**config.mk**
```make
export PLATFORM = sky130hd
export DESIGN_NAME = exmem_dreq
export DESIGN_NICKNAME = d
export VERILOG_FILES = /design/src/rtl/cpu_types_pkg.sv /design/src/rtl/exmem_dreq_fsm.sv /design/src/rtl/exmem_dreq.sv
export SDC_FILE = /design/constraint.sdc
export NUM_CORES = 1
export LEC_CHECK = 0
export BUFFER_PORTS_ARGS = -buffer_cell sky130_fd_sc_hd__buf_4
export CAP_MARGIN = 15
export CORE_AREA = 2 2 136 138
export CTS_CLUSTER_DIAMETER = 80
export DETAILED_ROUTE_END_ITERATION = 8
export DIE_AREA = 0 0 138 140
export SLEW_MARGIN = 20
export SYNTH_ARGS = -nofsm -noshare
export SYNTH_HDL_FRONTEND = slang
export SYNTH_SLANG_ARGS = --single-unit
```
**constraint.sdc**
```tcl
create_clock -name CLK -period 1.53 [get_ports CLK]
set_clock_uncertainty 0.1 [all_clocks]
set_input_delay 0 -clock CLK [delete_from_list [all_inputs] [get_ports CLK]]
set_output_delay 0 -clock CLK [all_outputs]
set_load 0.02 [all_outputs]
```
**src/rtl/cpu_types_pkg.sv**
```systemverilog
// Shared CPU datapath types: word/register widths, MEM-stage state, EX/MEM control bundle.
// Latency: n/a (types only).
// Backpressure: n/a (types only).
package cpu_types_pkg;

  localparam int WORD_W = 32;
  localparam int REG_W  = 5;

  typedef logic [WORD_W-1:0] word_t;
  typedef logic [REG_W-1:0]  regbits_t;

  // IDLE: nothing outstanding; REQ: dcache request in flight; HELD: request done, waiting for en
  typedef enum logic [1:0] {
    IDLE = 2'd0,
    REQ  = 2'd1,
    HELD = 2'd2
  } exmem_state_t;

  // Control bits carried from ID/EX into the EX/MEM entry
  typedef struct packed {
    logic regWEN;
    logic MemToReg;
    logic JType;
    logic Halt;
  } exmem_ctrl_t;

endpackage

```
**src/rtl/exmem_dreq_fsm.sv**
```systemverilog
// Data-memory request sequencer: tracks the outstanding dcache access and a pending flush.
// Latency: strobes rise the edge after accept; mem_stall drops combinationally with dhit.
// Backpressure: holds strobes stable until dhit; accept is gated while a request is in flight or halted.
module exmem_dreq_fsm
  import cpu_types_pkg::*;
(
  input  logic         CLK,
  input  logic         nRST,
  input  logic         en,
  input  logic         flush,
  input  logic         dhit,
  input  logic         dMemREN_in,
  input  logic         dMemWEN_in,
  input  logic         halted,
  output exmem_state_t state,
  output logic         accept,
  output logic         done,
  output logic         bubble,
  output logic         pend_flush,
  output logic         ren_r,
  output logic         wen_r,
  output logic         mem_stall,
  output logic         dmemREN,
  output logic         dmemWEN
);

  // Flush outranks a new entry; nothing new enters while busy or after halt
  assign accept    = en & (state != REQ) & ~halted & ~flush;
  assign done      = (state == REQ) & dhit;
  // A flush seen earlier in the request or on the dhit cycle itself kills the entry
  assign bubble    = pend_flush | flush;
  assign mem_stall = (state == REQ) & ~dhit;
  // ren_r/wen_r are only ever set while in REQ, so they drive the strobes directly
  assign dmemREN   = ren_r;
  assign dmemWEN   = wen_r;

  // Request state, strobe registers and deferred-flush flag
  always_ff @(posedge CLK) begin
    if (!nRST) begin
      state      <= IDLE;
      ren_r      <= 1'b0;
      wen_r      <= 1'b0;
      pend_flush <= 1'b0;
    end else begin
      case (state)
        REQ: begin
          if (dhit) begin
            ren_r      <= 1'b0;
            wen_r      <= 1'b0;
            pend_flush <= 1'b0;
            state      <= en ? IDLE : HELD;
          end else if (flush) begin
            pend_flush <= 1'b1;
          end
        end
        default: begin
          if (flush) begin
            ren_r <= 1'b0;
            wen_r <= 1'b0;
          end else if (accept) begin
            // Read wins if both strobes arrive together; the write is dropped
            ren_r <= dMemREN_in;
            wen_r <= dMemWEN_in & ~dMemREN_in;
            state <= (dMemREN_in | dMemWEN_in) ? REQ : IDLE;
          end
        end
      endcase
    end
  end

endmodule

```
**src/rtl/exmem_dreq.sv**
```systemverilog
// EX/MEM pipeline register fused with the dcache request controller.
// Latency: ALU entries visible 1 edge after accept; load data 1 edge after dhit.
// Backpressure: mem_stall high while a request waits for dhit; entries wait in HELD until en.
module exmem_dreq
  import cpu_types_pkg::*;
(
  input  logic     CLK,
  input  logic     nRST,
  input  logic     en,
  input  logic     flush,
  input  word_t    aluout_in,
  input  word_t    rdat2_in,
  input  word_t    pcplus4_in,
  input  regbits_t writeReg_in,
  input  logic     regWEN_in,
  input  logic     MemToReg_in,
  input  logic     JType_in,
  input  logic     dMemREN_in,
  input  logic     dMemWEN_in,
  input  logic     Halt_in,
  input  logic     dhit,
  input  word_t    dmemload,
  output logic     dmemREN,
  output logic     dmemWEN,
  output word_t    dmemaddr,
  output word_t    dmemstore,
  output word_t    aluout_out,
  output word_t    pcplus4_out,
  output word_t    load_out,
  output word_t    wdat_out,
  output regbits_t writeReg_out,
  output logic     regWEN_out,
  output logic     MemToReg_out,
  output logic     JType_out,
  output logic     Halt_out,
  output logic     mem_stall
);

  exmem_state_t state;
  logic         accept;
  logic         done;
  logic         bubble;
  logic         pend_flush;
  logic         ren_r;
  logic         wen_r;

  exmem_ctrl_t  ctrl_r;
  word_t        aluout_r;
  word_t        pcplus4_r;
  word_t        load_r;
  word_t        rdat2_r;
  regbits_t     wreg_r;

  exmem_dreq_fsm u_fsm (
    .CLK        (CLK),
    .nRST       (nRST),
    .en         (en),
    .flush      (flush),
    .dhit       (dhit),
    .dMemREN_in (dMemREN_in),
    .dMemWEN_in (dMemWEN_in),
    .halted     (ctrl_r.Halt),
    .state      (state),
    .accept     (accept),
    .done       (done),
    .bubble     (bubble),
    .pend_flush (pend_flush),
    .ren_r      (ren_r),
    .wen_r      (wen_r),
    .mem_stall  (mem_stall),
    .dmemREN    (dmemREN),
    .dmemWEN    (dmemWEN)
  );

  // Entry registers: flush clears the visible destination/control, accept loads, dhit lands load data
  always_ff @(posedge CLK) begin
    if (!nRST) begin
      ctrl_r    <= '0;
      aluout_r  <= '0;
      pcplus4_r <= '0;
      load_r    <= '0;
      rdat2_r   <= '0;
      wreg_r    <= '0;
    end else if (flush && (state != REQ)) begin
      // Halt survives a flush so a halting entry is never lost
      ctrl_r.regWEN   <= 1'b0;
      ctrl_r.MemToReg <= 1'b0;
      ctrl_r.JType    <= 1'b0;
      wreg_r          <= '0;
      aluout_r        <= '0;
    end else if (accept) begin
      ctrl_r.regWEN   <= regWEN_in;
      ctrl_r.MemToReg <= MemToReg_in;
      ctrl_r.JType    <= JType_in;
      ctrl_r.Halt     <= Halt_in;
      aluout_r        <= aluout_in;
      pcplus4_r       <= pcplus4_in;
      rdat2_r         <= rdat2_in;
      wreg_r          <= writeReg_in;
      load_r          <= '0;
    end else if (done) begin
      // A flushed entry still finishes its access but must not write back
      if (bubble) begin
        ctrl_r.regWEN <= 1'b0;
      end else if (ren_r) begin
        load_r <= dmemload;
      end
    end
  end

  assign dmemaddr     = aluout_r;
  assign dmemstore    = rdat2_r;
  assign aluout_out   = aluout_r;
  assign pcplus4_out  = pcplus4_r;
  assign load_out     = load_r;
  assign wdat_out     = ctrl_r.MemToReg ? load_r : aluout_r;
  assign writeReg_out = wreg_r;
  assign regWEN_out   = ctrl_r.regWEN;
  assign MemToReg_out = ctrl_r.MemToReg;
  assign JType_out    = ctrl_r.JType;
  assign Halt_out     = ctrl_r.Halt;

endmodule

```
# --- After elaboration in Yosys (flattened, before gate mapping) ---
# Cells that the tools add are included.
classes:
  n_eq_ne: 5
  muxes: 23
  bitwise: 14
  reduce_logical: 14
op_table:
  columns: ["cell", "n"]
  rows:
  - ["$mux 32", 5]
  - ["$mux 1", 13]
  - ["$mux 2", 5]
  - ["$reduce_bool 2->1", 5]
  - ["$reduce_and 2->1", 4]
  - ["$and 1x1->1", 6]
  - ["$not 1->1", 6]
  - ["$ne 2x1->1 const B", 2]
  - ["$ne 2x2->1 const B", 2]
  - ["$reduce_and 4->1", 1]
  - ["$reduce_and 3->1", 1]
  - ["$reduce_bool 3->1", 1]
  - ["$eq 2x1->1 const B", 1]
  - ["$or 1x1->1", 2]
  - ["$reduce_or 2->1", 1]
  - ["$logic_and 1x1->1", 1]
word_totals:
  reg_bits: 142
  inputBits: 144
  out_inout_bits: 204

# --- Depth between registers and ports, before layout ---
# Gate-level depths: netlist of run 1.
depth:
  ltp_word: 7
  ltp_mapped: 7
  ltp_nobuf: 4

# --- Hierarchy ---
# A second synthesis of run 1 with hierarchy kept.
unflattened:
  cells_unflattened: 593
  hier_area_um2: 5952.0
modules_own_cells:
  columns: ["mod", "instances", "cells_per_inst", "area_each_um2"]
  rows:
  - ["exmem_dreq", 1, 559, 5650.4]
  - ["exmem_dreq_fsm", 1, 34, 301.5]

# --- Least setup slack after synthesis of run 1 ---
# OpenSTA, ideal clock, no wires.
synth_path:
  kind: "flip-flop to flip-flop"
  startpoint: "register ctrl_r (netlist bit Halt_out)"
  endpoint: "register aluout_r[15] (netlist: aluout_out[15])"
  setup_time_ns: 0.132
  arrival_time_ns: 1.236
  t_required_ns: 1.298
  slack_ns: 0.062
  stages_incl_launch_ff: 8
  path_buffers: 3
  path_cell_list: "dfxtp_1 -> nor2b_1 -> and3_1 -> buf_4 -> buf_8 -> buf_4 -> nand2_1 -> a21oi_1"
synth_between:
  elab_chain_len: 3
synth_rtl:
  columns: ["element", "line", "rtl"]
  rows:
  - ["start: declaration", "exmem_dreq.sv:47", "exmem_ctrl_t ctrl_r;"]
  - ["$not 1->1", "exmem_dreq_fsm.sv:28", "assign accept = en & (state != REQ) & ~halted & ~flush;"]
  - ["$and 1x1->1 (2 in series)", "exmem_dreq_fsm.sv:28", null]
  - ["end signal: assignment", "exmem_dreq.sv:96", "aluout_r <= aluout_in;"]
  - ["end: declaration", "exmem_dreq.sv:48", "word_t aluout_r;"]
# No other way between the ends.
# A chain may end at the register's enable or synchronous reset.

# --- Final worst setup path of run 1 ---
layout_path:
  startpoint: "register ctrl_r (netlist bit MemToReg_out)"
  endpoint: "output wdat_out[18]"
layout_between:
  elab_chain_len: 1
layout_rtl:
  columns: ["element", "line", "rtl"]
  rows:
  - ["$mux 32", "exmem_dreq.sv:116", "assign wdat_out = ctrl_r.MemToReg ? load_r : aluout_r;"]
  - ["end: declaration", "exmem_dreq.sv:30", "output word_t wdat_out,"]
# No other way between the ends.

==> flow_summary_export.csv, run 1 <==
group,metric,value,unit
finish,drive_above_1_share,0.385,
synthesis,synth_compound_area_frac,0.154,
clock_tree,numCtsBuffers,17,
finish,design_area,0.0110,mm²
flow_run,cap_violations,0,
timing,whs,0.274,ns
place,gp_congestion,0.796,
synthesis,synth_nets,842,
floorplanning,io_pins,348,
timing,worst_pin_slew,0.399,ns
global_routing,grt_use_total,0.225,
synthesis,synth-adder-area-share,0,
floorplanning,dieArea,0.0193,mm²
clock_tree,cts_sinks,142,
synthesis,yosys.area_share.simple,0.200,
detailed_routing,drt_iter0_drc,267,
critical_path,worst_path_largest_cell_delay,0.42,ns
critical_path,critPathMaxFanout,8,
critical_path,criticalPathCategory,"reg2out",
synthesis,synth-async-reset-ratio,0,
critical_path,r2r_end,"load_out[16]",
critical_path,crit_chain,"clkbuf_16 -> mux2_4 -> buf_6",
detailed_routing,drc,0,
critical_path,required,1.43,ns
timing,period_needed,1.59,ns
synthesis,ys_warn_count,0,
global_routing,antenna_found_initial,0,
global_routing,grt_max_degree,41,
clock_tree,cts_tree,"done",
detailed_routing,ant_nets,0,
synthesis,ys_seq_elements,142,
pwr,ir_drop,0.749,mV
timing,slew_headroom,0.734,
floorplanning,core_area,0.0178,mm²
synthesis,postSynthAreaPerCell,8.32,µm²
global_routing,grt_pass1_vias,6257,
synthesis,synth_edf_count,0,
critical_path,end_kind,"output port",
clock_tree,clk_latency,0.42,ns
critical_path,crit_path_start_kind,"register",
global_routing,grt_pass1_wl,34700,µm
floorplanning,die_y,140,µm
pwr,p_leak,4.84,nW
timing,final.period_utilization,1.04,
synthesis,synthXorXnorAreaFrac,0,
finish,n_antenna_cell,0,
timing,hold_viol_final,0,
critical_path,cp.arrival,1.49,ns
place,hpwl,15000,µm
clock_tree,clkTransAtPathRegs,0.06,ns
critical_path,critPathCapture,"wdat_out[18]",
timing,max_freq,629,MHz
critical_path,r2r_cells,5,
place,dpl_cell_area,0.00853,mm²
finish,syn_to_final_growth,88.8,%
timing,rsz0062_at_grt,"yes",
synthesis,synth.area.mux_share,0.0655,
critical_path,critPathSlowestCell,"dfxtp_4",
critical_path,ff2ff_setup_slack,0.05,ns
place,dp.cells,1218,
detailed_routing,vias_per_cell,4.58,
synthesis,synth_top_family_by_area,"simple AND/OR/NAND/NOR gates",
clock_tree,clockRootBuffer,"clkbuf_16",
pwr,power_per_cell_area,923,mW/mm²
worst_hold_path,hold_class,"in2reg",
timing,setup_viol,32,
finish,finalNonFillerCells,1401,
timing,layout_setup_ws,-0.0589,ns
floorplanning,start_util,0.327,
global_routing,overflow,0,
synthesis,synth_ff_type,"dfxtp_1",
run_status,violations,"negative setup slack",
finish,finalNetCount,1303,
timing,timing.final.max_slew_violations,0,
floorplanning,row_count,49,
synthesis,syn_inst,698,
run_status,status,"complete, but fails checks",
detailed_routing,via_count,6414,
synthesis,synthDistinctLibCells,28,
critical_path,crit_path_start,"MemToReg_out",
detailed_routing,drt_pass1_iterations,4,
detailed_routing,wire_per_inst,16.3,µm
clock_tree,htree_levels,4,
synthesis,netlist_area,0.00581,mm²
detailed_routing,wl,22900,µm
critical_path,r2r_start,"u_fsm.state[1]",
synthesis,ys_seq_area_frac,0.489,
clock_tree,cts_buffer_depth,2,
place,io_buffer_count,347,
place,preCtsSetupSlack,0.00959,ns
floorplanning,die_x,138,µm
-- how the worst min path moves through the flow --
stage	start	to	slack [ns]	cells after the start
6_report	dmemload[12]	load_out[12]	0.27	4
5_1_grt	pcplus4_in[9]	pcplus4_out[9]	0.28	4
4_1_cts	dmemload[12]	load_out[12]	0.25	4
3_5_place_dp	dmemload[7]	load_out[7]	0.13	3
3_3_place_gp	dmemload[7]	load_out[7]	0.12	3
2_1_floorplan	dhit	mem_stall	-0.02	1
-- registers in the layout, summed over array words and instances, names as in the netlist --
register          cells
Halt_out              1
JType_out             1
MemToReg_out          1
aluout_out           32
dmemstore            32
load_out             32
pcplus4_out          32
regWEN_out            1
u_fsm.dmemREN         1
u_fsm.dmemWEN         1
u_fsm.pend_flush      1
u_fsm.state           2
writeReg_out          5
-- per-stage QoR --
stage	power [mW]	setup TNS (ns)	util
global placement	5.30	0	0.480
CTS	10.2	-2.23	0.607
finish	10.1	-1.24	0.617
detailed placement	5.30	0	0.480
global route	10.5	-2.67	0.617
floorplan	4.60	0	-
-- worst max-delay path: cells and delay by family, from the launching register on --
family / cells / cell delay [ns]
DFF: 1 / 0.42
buffers and inverters: 2 / 0.33
muxes: 1 / 0.32
-- cell usage in the layout, fill, tap and decap left out, types with 2 or more instances in the layout --
cell type	instances
a21boi_1	64
nand2_1	274
dfxtp_1	140
buf_12	12
nand3_1	6
clkbuf_8	2
dlygate4sd3_1	143
a21oi_1	69
inv_6	3
inv_1	2
clkinvlp_4	3
buf_6	31
nor2_1	5
clkbuf_16	19
bufinv_16	4
mux2_4	30
buf_4	333
nor2b_1	3
mux2_2	2
mux2i_1	2
o21ai_0	6
-- metal layers --
layer | global-route usage | vias to the layer above | part of all wire
met5 | 0 | - | 0
met4 | 0.0730 | 0 | 0.020
met3 | 0.0762 | 32 | 0.078
met2 | 0.379 | 272 | 0.49
met1 | 0.271 | 2940 | 0.41
li1 | - | 3170 | -
-- area by class of cell --
| type | count | area (µm²) |
|---|---|---|
| timing repair buffer | 522 | 4600 |
| sequential | 142 | 2850 |
| clock inverter | 12 | 183 |
| tap | 229 | 287 |
| fill | 1533 | 6820 |
| clock buffer | 20 | 457 |
| inverter | 2 | 7.51 |
| multi-input combinational | 474 | 2580 |
-- where the power goes --
group          switching, mW  internal (mW)  total [mW]
Clock                   1.68           2.83        4.52
Sequential            0.0859           3.82        3.90
Combinational          0.763          0.937        1.70
-- cells by family (layout without fill, tap and decap cells) --
group,Yosys count,in the layout
AND/OR/NAND/NOR,295,296
AO/OA/AOI/OAI,144,144
flip-flops,142,142
buffers and inverters,83,556
multiplexers,34,34
-- cell usage after synthesis (2+ instances only) --
library cell	number	area, µm²
buf_6	6	67.6
dfxtp_1	142	2840
a21boi_1	64	480
mux2_2	32	360
nor2_1	5	18.8
nor2b_1	3	18.8
mux2i_1	2	20.0
nand2_1	274	1030
nand3_1	7	35.0
inv_1	2	7.51
buf_4	38	285
buf_2	16	80.1
a21oi_1	69	345
o21ai_0	6	30.0
clkbuf_1	19	71.3
-- repair_timing --
item	in CTS	in global routing
hold buffers	143	0
endpoints found under the hold margin	142	0
setup buffers	1	3
cloned	1	3
resized for setup	41	23
pin swaps	0	1
endpoints found under the setup margin	30	137
(Power assumes the default switching activity.)
==> run 2: changes to the inputs <==
--- a/config.mk
+++ b/config.mk
@@ -7,10 +7,11 @@
 export LEC_CHECK = 0
 export BUFFER_PORTS_ARGS = -buffer_cell sky130_fd_sc_hd__buf_4
 export CAP_MARGIN = 15
-export CORE_AREA = 2 2 136 138
+export CORE_AREA = 2 2 134 136
 export CTS_CLUSTER_DIAMETER = 80
 export DETAILED_ROUTE_END_ITERATION = 8
-export DIE_AREA = 0 0 138 140
+export DIE_AREA = 0 0 136 138
+export GPL_TIMING_DRIVEN = 0
 export SLEW_MARGIN = 20
 export SYNTH_ARGS = -nofsm -noshare
 export SYNTH_HDL_FRONTEND = slang
==> run 2 against run 1 <==
  * The flow still finishes with violations (negative setup slack)
  * Final cell count up 3.9%
  * Critical path depth unchanged
  * First-iteration DRC count up 4.1%
  * Setup slack better by 0.017 ns
  * Sequential share of layout area down 1.1 points
  * Non-clock buffer count up 56
  * Largest power group unchanged
==> flow_summary_export.csv, run 2 (same netlist as run 1, synthesis figures left out) <==
group,metric,value,unit
detailed_routing,ant_nets,0,
global_routing,grt_pass1_wl,34000,µm
timing,timing.final.max_slew_violations,0,
finish,syn_to_final_growth,97.8,%
detailed_routing,drc,0,
floorplanning,die_y,138,µm
clock_tree,cts_sinks,142,
timing,layout_setup_ws,-0.0417,ns
global_routing,grt_use_total,0.231,
place,io_buffer_count,347,
timing,setup_tns,-0.484,ns
floorplanning,core_area,0.0175,mm²
finish,n_antenna_cell,0,
critical_path,critPathMaxFanout,10,
timing,max_freq,636,MHz
finish,drive_above_1_share,0.447,
critical_path,cp.arrival,1.47,ns
finish,design_area,0.0115,mm²
pwr,ir_drop,0.699,mV
clock_tree,cts_tree,"done",
critical_path,crit_path_start_kind,"register",
global_routing,grt_max_degree,17,
floorplanning,start_util,0.331,
timing,whs,0.0503,ns
clock_tree,htree_levels,4,
place,preCtsSetupSlack,-0.303,ns
floorplanning,dieArea,0.0188,mm²
timing,rsz0062_at_grt,"yes",
global_routing,overflow,0,
timing,slew_headroom,0.568,
pwr,power_per_cell_area,869,mW/mm²
pwr,p_sw_frac,0.250,
run_status,violations,"negative setup slack",
finish,final_cell_mix,"buf_4 (359), nand2_1 (255), dlygate4sd3_1 (143), dfxtp_1 (138), a21boi_1 (64)",
timing,period_needed,1.57,ns
detailed_routing,drt_iter0_drc,278,
global_routing,grt_use_met1,0.269,
floorplanning,io_pins,348,
pwr,p_switching,2.50,mW
timing,worst_pin_slew,0.648,ns
clock_tree,clockRootBuffer,"clkbuf_16",
finish,finalNonFillerCells,1455,
finish,finalNetCount,1358,
global_routing,antenna_found_initial,0,
global_routing,gr-usage-met3,0.0715,
place,gp_congestion,0.771,
finish,fin_util,0.655,
flow_run,cap_violations,0,
finish,final_common_cell,"buf_4",
detailed_routing,drt_pass1_iterations,6,
pwr,power_frac_comb,0.174,
floorplanning,row_count,49,
place,dp.cells,1274,
detailed_routing,via_count,6651,
clock_tree,clkTransAtPathRegs,0.06,ns
critical_path,end_kind,"output port",
detailed_routing,wl,23100,µm
detailed_routing,vias_per_cell,4.57,
worst_hold_path,hold_class,"in2reg",
pwr,internal_power,7.49,mW
finish,fill_cells,1525,
pwr,power,9.98,mW
pwr,power_frac_clock,0.435,
global_routing,busiest_layer,"met2",
clock_tree,numCtsBuffers,17,
timing,hold_viol_final,0,
timing,final.period_utilization,1.03,
global_routing,grt_pass1_vias,6347,
pwr,pwr-share-seq,0.391,
critical_path,required,1.43,ns
run_status,status,"complete, but fails checks",
critical_path,criticalPathCategory,"reg2out",
pwr,p_leak,5.18,nW
place,dpl_cell_area,0.00870,mm²
detailed_routing,wire_per_inst,15.9,µm
place,hpwl,15900,µm
global_routing,met2_usage,0.406,
clock_tree,clk_latency,0.41,ns
timing,setup_viol,36,
clock_tree,cts_buffer_depth,2,
floorplanning,die_x,136,µm
## run 2: worst paths after layout
path             startpoint         endpoint  slack, ns  cells after the start
max            MemToReg_out      wdat_out[3]      -0.04                      3
min                    nRST  writeReg_out[3]       0.05                      4
max reg2reg  u_fsm.state[1]     load_out[26]      -0.03                      6
min reg2reg  pcplus4_out[1]   pcplus4_out[1]       0.35                      2
## run 2: repair_timing
item | in CTS | in global routing
setup endpoints to repair | 157 | 119
setup buffers | 1 | 3
hold buffers | 143 | 0
gates cloned | 0 | 4
pin swaps | 0 | 33
gates resized for setup | 62 | 135
hold endpoints to repair | 142 | 0
## run 2: area by class of cell
class / count / area (µm²) / share of cell area
plain buffers: 80 / 686 / 0.0597
clock buffers: 17 / 425 / 0.0370
clock inverters: 14 / 193 / 0.0168
inverters: 2 / 7.51 / 0.000654
multi-input cells: 473 / 2780 / 0.242
flip-flops and latches: 142 / 2850 / 0.248
well taps: 229 / 287 / 0.0249
repair buffers: 498 / 4250 / 0.370
## run 2: worst max-delay path, cell delays in order (launching register included)
cell     delay [ns]
dfxtp_4        0.40
buf_12         0.15
mux2_2         0.36
buf_6          0.14
## run 2: power groups by stage
| stage | registers, mW | logic [mW] | clock network (mW) |
|---|---|---|---|
| after floorplan | 4.11 | 0.490 | 0 |
| after global routing | 3.92 | 1.86 | 4.59 |
| after detailed placement | 3.98 | 1.31 | 0 |
| after global placement | 3.98 | 1.30 | 0 |
| final | 3.90 | 1.74 | 4.34 |
| after CTS | 3.90 | 1.66 | 4.42 |
## run 2: per-layer routing
metal,up-vias,routed length [µm]
li1,3273,-
met1,3130,9020
met2,230,12200
met3,18,1650
met4,0,288
met5,-,0
